`config.mk`:
```
export PLATFORM = sky130hd
export DESIGN_NAME = writeback_queue
export DESIGN_NICKNAME = d
export VERILOG_FILES = /design/src/rtl/writeback_queue_pkg.sv /design/src/rtl/wbq_fifo.sv /design/src/rtl/writeback_queue.sv
export SDC_FILE = /design/constraint.sdc
export NUM_CORES = 1
export LEC_CHECK = 0
export ABC_AREA = 1
export CAP_MARGIN = 20
export CORE_MARGIN = 5
export CORE_UTILIZATION = 40
export DETAILED_ROUTE_END_ITERATION = 12
export GPL_TIMING_DRIVEN = 0
export PLACE_DENSITY = 0.73
export SETUP_SLACK_MARGIN = 0.15
export SLEW_MARGIN = 40
export SYNTH_ARGS = -nofsm -noshare
export SYNTH_HDL_FRONTEND = slang
export SYNTH_SLANG_ARGS = --single-unit
```
`constraint.sdc`:
```
create_clock -name clock -period 3.4 [get_ports clock]
set_input_delay 1.02 -clock clock [delete_from_list [all_inputs] [get_ports clock]]
set_output_delay 1.02 -clock clock [all_outputs]
set_load 0.02 [all_outputs]
```
`src/rtl/writeback_queue_pkg.sv`:
```
// writeback_queue_pkg: shared CPU register-file constants used by the writeback queue
package writeback_queue_pkg;
    localparam int REG_AW = 5;
    localparam int REG_N = 32;
    localparam logic [REG_AW-1:0] ZERO_REG = '0;
    function automatic logic reg_live(input logic [REG_AW-1:0] r);
        return r != ZERO_REG;
    endfunction
endpackage

```
`src/rtl/wbq_fifo.sv`:
```
// wbq_fifo: circular entry storage with pointers, occupancy count and full/empty flags
module wbq_fifo
    import writeback_queue_pkg::*;
#(
    parameter int DEPTH = 4,
    parameter int DW = 32
) (
    input  logic                       clock,
    input  logic                       reset,
    input  logic                       push,
    input  logic                       pop,
    input  logic                       flush,
    input  logic [REG_AW-1:0]          in_reg,
    input  logic [DW-1:0]              in_data,
    output logic                       full,
    output logic                       empty,
    output logic [$clog2(DEPTH)-1:0]   rptr,
    output logic [$clog2(DEPTH):0]     count,
    output logic [REG_AW-1:0]          regs [DEPTH],
    output logic [DW-1:0]              datas [DEPTH]
);
    localparam int PW = $clog2(DEPTH);
    localparam int CW = PW + 1;
    logic [PW-1:0] wptr;
    assign full = count == CW'(DEPTH);
    assign empty = count == '0;
    // pointer/count bookkeeping; flush and reset both empty the queue
    always_ff @(posedge clock) begin
        if (reset || flush) begin
            wptr <= '0;
            rptr <= '0;
            count <= '0;
        end else begin
            wptr <= push ? wptr + 1'b1 : wptr;
            rptr <= pop ? rptr + 1'b1 : rptr;
            count <= count + CW'(push) - CW'(pop);
        end
    end
    // entry payload storage; validity is tracked by count, so no reset needed
    always_ff @(posedge clock) begin
        if (push) begin
            regs[wptr] <= in_reg;
            datas[wptr] <= in_data;
        end
    end
endmodule

```
`src/rtl/writeback_queue.sv`:
```
// writeback_queue: in-order register writeback buffer with forwarding search and registered output stage
module writeback_queue
    import writeback_queue_pkg::*;
#(
    parameter int DEPTH = 4,
    parameter int DW = 32
) (
    input  logic              clock,
    input  logic              reset,
    input  logic              wb_valid,
    output logic              wb_ready,
    input  logic [REG_AW-1:0] wb_reg,
    input  logic [DW-1:0]     wb_data,
    input  logic              flush,
    output logic              RegWrite,
    output logic [REG_AW-1:0] write_reg,
    output logic [DW-1:0]     write_data,
    input  logic [REG_AW-1:0] read_reg1,
    input  logic [REG_AW-1:0] read_reg2,
    output logic              fwd_hit1,
    output logic              fwd_hit2,
    output logic [DW-1:0]     fwd_data1,
    output logic [DW-1:0]     fwd_data2,
    output logic              busy
);
    localparam int PW = $clog2(DEPTH);
    localparam int CW = PW + 1;
    logic              full;
    logic              empty;
    logic              push;
    logic              pop;
    logic [PW-1:0]     rptr;
    logic [CW-1:0]     count;
    logic [REG_AW-1:0] regs [DEPTH];
    logic [DW-1:0]     datas [DEPTH];
    logic [PW-1:0]     idx;

    assign wb_ready = !full;
    assign push = wb_valid && wb_ready && reg_live(wb_reg) && !flush;
    assign pop = !empty && !flush;
    assign busy = !empty || RegWrite;

    wbq_fifo #(.DEPTH(DEPTH), .DW(DW)) u_fifo (
        .clock(clock),
        .reset(reset),
        .push(push),
        .pop(pop),
        .flush(flush),
        .in_reg(wb_reg),
        .in_data(wb_data),
        .full(full),
        .empty(empty),
        .rptr(rptr),
        .count(count),
        .regs(regs),
        .datas(datas)
    );

    // output stage: issue the head each cycle it exists; a flush cancels the next issue
    always_ff @(posedge clock) begin
        if (reset) begin
            RegWrite <= 1'b0;
            write_reg <= '0;
            write_data <= '0;
        end else if (pop) begin
            RegWrite <= 1'b1;
            write_reg <= regs[rptr];
            write_data <= datas[rptr];
        end else begin
            RegWrite <= 1'b0;
        end
    end

    // forwarding: output stage is oldest, then FIFO head to tail so the newest match wins
    always_comb begin
        fwd_hit1 = 1'b0;
        fwd_hit2 = 1'b0;
        fwd_data1 = '0;
        fwd_data2 = '0;
        idx = '0;
        if (RegWrite && reg_live(read_reg1) && write_reg == read_reg1) begin
            fwd_hit1 = 1'b1;
            fwd_data1 = write_data;
        end
        if (RegWrite && reg_live(read_reg2) && write_reg == read_reg2) begin
            fwd_hit2 = 1'b1;
            fwd_data2 = write_data;
        end
        for (int i = 0; i < DEPTH; i++) begin
            idx = rptr + PW'(i);
            if (CW'(i) < count && reg_live(read_reg1) && regs[idx] == read_reg1) begin
                fwd_hit1 = 1'b1;
                fwd_data1 = datas[idx];
            end
            if (CW'(i) < count && reg_live(read_reg2) && regs[idx] == read_reg2) begin
                fwd_hit2 = 1'b1;
                fwd_data2 = datas[idx];
            end
        end
    end
endmodule
```
Word-level counts from Yosys, hierarchy flattened:

Index checks and enable logic that the tools add are counted.

* $add $sub $neg: 6
* $lt $le $gt $ge: 10
* equal/unequal tests: 11
* muxes and demuxes: 51
* bitwise gates (word level): 5
* reductions and logical operators: 34

Operators by type and width (number)
* $mux 32: 19
* $bmux 32 s2: 4
* $bwmux 128: 1
* $demux 32 s2: 1
* $eq 5x5->1: 10
* $mux 5: 9
* $bmux 5 s2: 4
* $logic_and 1x1->1: 25
* $bwmux 20: 1
* $ge 3x3->1 const B: 5
* $not 2->3: 5
* $reduce_bool 5->1: 3
* $mux 1: 11
* $demux 5 s2: 1
* $lt 1x3->1 const A: 2
* $lt 2x3->1 const A: 2
* $add 2x1->2 const B: 2
* $add 2x2->2 const B: 2
* $add 3x1->3: 1
* $eq 3x3->1 const B: 1
* $logic_not 1->1: 3
* $logic_not 3->1: 1
* $lt 3x1->1 const B: 1
* $sub 3x1->3: 1
* $logic_or 1x1->1: 2

* logic and storage cells: 131
* output and inout port bits: 106
* bits in registers: 193

Logic depth before layout (Yosys ltp):

* depth after elaboration: 10
* mapped depth: 16

Modules after synthesis:

A second synthesis with hierarchy kept.

* cells, all modules: 2076
* area, all modules: 14262.4 um^2

Modules (own cells, without submodules)
* writeback_queue: instances 1, seq. area each 760.7 um^2, area each 9407.8 um^2, cells each 1874
* wbq_fifo: instances 1, seq. area each 4584.4 um^2, area each 4854.7 um^2, cells each 202

Worst setup path after synthesis:

OpenSTA, ideal clock, no wires.

* kind: input -> register
* start point: in wb_reg[3]
* end point: reg u_fifo.datas[0] in the netlist's numbering, enable pin
* required time: 2969 ps
* path buffers: 0
* cell stages on the path: 5
* data arrival time: 3178 ps
* setup slack: -209 ps
* path through: nor3_1 -> nor3b_1 -> nor3_1 -> inv_1 -> nor2_1

* longest elaborated chain between the ends: 3

RTL lines
* start: declaration: line writeback_queue.sv:12 `input logic [REG_AW-1:0] wb_reg,`
* $reduce_bool 5->1: line writeback_queue_pkg.sv:7 `return r != ZERO_REG;`
* $logic_and 1x1->1 (2 in a row): line writeback_queue.sv:39 `assign push = wb_valid && wb_ready && reg_live(wb_reg) && !flush;`
* named net push: line writeback_queue.sv:30 `logic push;`
* end signal: indexed assignment: line wbq_fifo.sv:43 `datas[wptr] <= in_data;`
* end: declaration: line wbq_fifo.sv:20 `output logic [DW-1:0] datas [DEPTH]`

The timed path passes the listed nets, and every way through them passes these cells.
A chain may end at the register's enable or synchronous reset.

Worst setup path after layout:

* start point: in read_reg1[1]
* end point: out fwd_hit1

* longest elaborated chain between the ends: 8

RTL lines
* start: declaration: line writeback_queue.sv:18 `input logic [REG_AW-1:0] read_reg1,`
* $reduce_bool 5->1: line writeback_queue_pkg.sv:7
* $logic_and 1x1->1 (2 in a row): line writeback_queue.sv:81 `if (RegWrite && reg_live(read_reg1) && write_reg == read_reg1) begin`
* $mux 1: line writeback_queue.sv:81
* $mux 1 (3 in a row): line writeback_queue.sv:91 `if (CW'(i) < count && reg_live(read_reg1) && regs[idx] == read_reg1) begin`
* $mux 1 *: line writeback_queue.sv:91
* end: declaration: line writeback_queue.sv:20 `output logic fwd_hit1,`

Every way passes the cells marked *; elsewhere a longest branch is shown, timed or not.

==> flow_metrics.tcl <==
set metrics [dict create \
    worstMarginPinSlew_ps 793 \
    hold_viol_final 0 \
    ys_types 39 \
    cp_cell_sequence "buf_2, nor2_1, nand3_4, nand2_1, nor3_2, nand3b_1, buf_6, clkbuf_16, nand4_1, or2_4, buf_6" \
    antenna_found_initial 0 \
    maxCapViolations 0 \
    syn_area_per_cell_um2 6.91 \
    cts_tree "built" \
    final_common_cell "nand2_1" \
    vdd.ir_drop.worst_v 0.000261 \
    synth_top_area_cell "edfxtp_1" \
    grt_overflow 0 \
    outcome "finished with violations" \
    gp_congestion 0.988 \
    end_kind "primary output" \
    die_w_um 197 \
    vias_per_cell 5.90 \
    grt_pass1_wl_mm 89.9 \
    synth_nets 2088 \
    cp.required_ps 2380 \
    period_share_pct 113 \
    drv_slew 0 \
    hold_slack_ps 536 \
    drt_iter0_drc 2175 \
    synth-compound-area-share_pct 8.30 \
    intPower_mw 4.62 \
    p_leak_nw 8.48 \
    top_usage_layer "met2" \
    cts.path.max_buffers 2 \
    p_sw_share_pct 34.4 \
    top_regs "u_fifo.datas x128, write_data x32, u_fifo.regs x20" \
    initial_core_util_pct 40.6 \
    power.density_nw_per_um2 364 \
    post_drt_wl_per_cell_um 22.5 \
    critical_path_arrival_ps 2820 \
    num_rows 68 \
    ant_nets 0 \
    clkSlewWorstSetupHoldPaths_ps 80 \
    die_area_um2 38900 \
    use_met2_pct 48.7 \
    startpoint "read_reg1[1]" \
    htree_levels 4 \
    setup_ws_ps -441 \
    p_switching_mw 2.43 \
    rsz0062_at_grt "yes" \
    muxShareOfSynthArea_pct 6.85 \
    regToRegStartpoint "u_fifo.count[2]$_SDFF_PP0_" \
    slew_headroom_pct 47.1 \
    use_met1_pct 39.7 \
    synth_top_area_share_pct 31.7 \
    syn_inst 2028 \
    hp-class "register to register" \
    grt_start_max_net_pins 20 \
    largest_register_ffs 128 \
    dp_hpwl_mm 44.2 \
    p_clk_share_pct 32.9 \
    areaGrowthSynthToFinish_pct 38.3 \
    die_y_um 197 \
    synthSimpleGateAreaFrac_pct 38.0 \
    seq_area_frac_synth_pct 38.1 \
    antennaDiodeCount 0 \
    layout-drive-gt1-share_pct 25.1 \
    cts_sinks 193 \
    fin_crit_ps 3840 \
    dr_total_vias 16147 \
    fillers 3213 \
    timing.fmax_mhz 260 \
    multi_input_area_um2 8760 \
    crit_buf_inv 4 \
    use_met3_pct 5.22 \
    register_area_um2 5360 \
    cp_max_fo 6 \
    synth-edff-count 148 \
    synthesis.area_um2 14000 \
    slowest_stage "nand3b_1" \
    max_stage_delay_ps 290 \
    postCtsHoldBufs 0 \
    synth_ff_type "edfxtp_1" \
    setup_viol 66 \
    cpLargestDelayFamily "simple AND/OR/NAND/NOR gates" \
    async_reset_ff_share_pct 0 \
    layout_common_cells "nand2_1 (584), nor2_1 (250), edfxtp_1 (148)" \
    top_register "u_fifo.datas" \
    port_buffers 154 \
    p_seq_share_pct 38.7 \
    fin_skew_ps 10.9 \
    p_comb_share_pct 28.4 \
    crit_top_cell "buf_6" \
    synth-seq-cells 193 \
    crit_path_start_kind "primary input" \
    synth_top_family_by_area "simple AND/OR/NAND/NOR gates" \
    core_area_um2 34500 \
    violations "negative setup slack" \
    synthAdderAreaFrac_pct 0.857 \
    synthXorXnorAreaFrac_pct 0.687 \
    drtPass1Iterations 7 \
    fin_nets 2330 \
    cts_buffers 17 \
    grtUsageTotal_pct 30.0 \
    hold_start "u_fifo.wptr[0]$_SDFFE_PP0P_" \
    clk_latency_ps 460 \
    grt_pass1_vias 15033 \
    yosys-top-cells-area "edfxtp_1 (32%), nand2_1 (18%), nor2_1 (7.5%)" \
    io_pins 157 \
    drc 0 \
    power_mw 7.05 \
    clock-root-buffer "clkbuf_16" \
    critPathKind "primary input to primary output" \
    yosys_warnings 0 \
    routed_wl_mm 61.6 \
]
[repair_timing]
item / in CTS / in global routing
pin swaps: 28 / 52
buffers inserted: 36 / 11
gates cloned: 8 / 6
setup endpoints to repair: 68 / 146
resized for setup: 685 / 193
[per-layer routing]
layer | routed length [um] | vias to the layer above
met5 | 0 | -
met1 | 24300 | 7603
met2 | 28100 | 1065
met3 | 6280 | 228
met4 | 2900 | 0
li1 | - | 7251
[layout make-up]
| class | count | share of cell area, % |
|---|---|---|
| Multi-Input combinational cell | 1612 | 45.2 |
| Sequential cell | 193 | 27.6 |
| Timing Repair Buffer | 223 | 12.0 |
| Buffer | 141 | 7.08 |
| Tap cell | 455 | 2.94 |
| Clock buffer | 17 | 2.19 |
| Inverter | 82 | 1.76 |
| Clock inverter | 15 | 1.24 |
[synth_stat cells, types with 2 or more instances]
library cell  number
buf_4             19
nor2_1           281
nand3_1          195
nor2_2             2
xnor2_1            3
or2_1              2
o21ai_2            4
inv_2              5
inv_1             76
xor2_1             8
or2_2              4
nor3_1             5
ha_1               8
nand4_1           76
mux2i_1           96
nand2_1          684
o22ai_1            3
buf_1              8
nand3_2            3
buf_2             62
o21ai_0          173
nor2_4             7
dfxtp_1           45
edfxtp_1         148
a21oi_1           45
buf_6              3
nand2_2            2
clkbuf_1          50
[per-stage QoR]
| stage | TNS (ps) | worst slack, ps | instance area (um^2) | instances | util (%) |
|---|---|---|---|---|---|
| global placement | -532820 | -2960 | 16500 | 2637 | 47.8 |
| global route | -30510 | -511 | 19400 | 2738 | 56.1 |
| CTS | -20190 | -352 | 18500 | 2721 | 53.6 |
| detailed placement | -135810 | -1800 | 16700 | 2646 | 48.5 |
| finish | -24400 | -441 | 19400 | 2738 | 56.1 |
| floorplan | -30980 | -209 | 14400 | 2028 | - |
[worst paths after layout]
| kind | endpoint | slack [ps] | cells past startpoint |
|---|---|---|---|
| min reg2reg | u_fifo.wptr[0]$_SDFFE_PP0P_ | 540 | 1 |
| min | u_fifo.wptr[0]$_SDFFE_PP0P_ | 540 | 1 |
| max reg2reg | u_fifo.count[2]$_SDFF_PP0_ | 780 | 13 |
| max | fwd_hit1 | -440 | 11 |
[cells by family after synthesis]
group,Yosys count
and+or+nand+nor,1267
AOI/OAI and AO/OA,228
buffers and inverters,224
DFF,193
muxes,96
xor gates and xnor gates,11
adders and majority gates,9
[power groups by stage]
stage | Combinational [mW] | Clock [mW] | Sequential (mW)
3_5_place_dp | 1.63 | 0 | 2.77
2_1_floorplan | 0.925 | 0 | 2.79
5_1_grt | 2.10 | 2.41 | 2.73
6_report | 2.00 | 2.32 | 2.73
4_1_cts | 1.82 | 2.32 | 2.72
3_3_place_gp | 1.60 | 0 | 2.78
(Power assumes the default switching activity.)
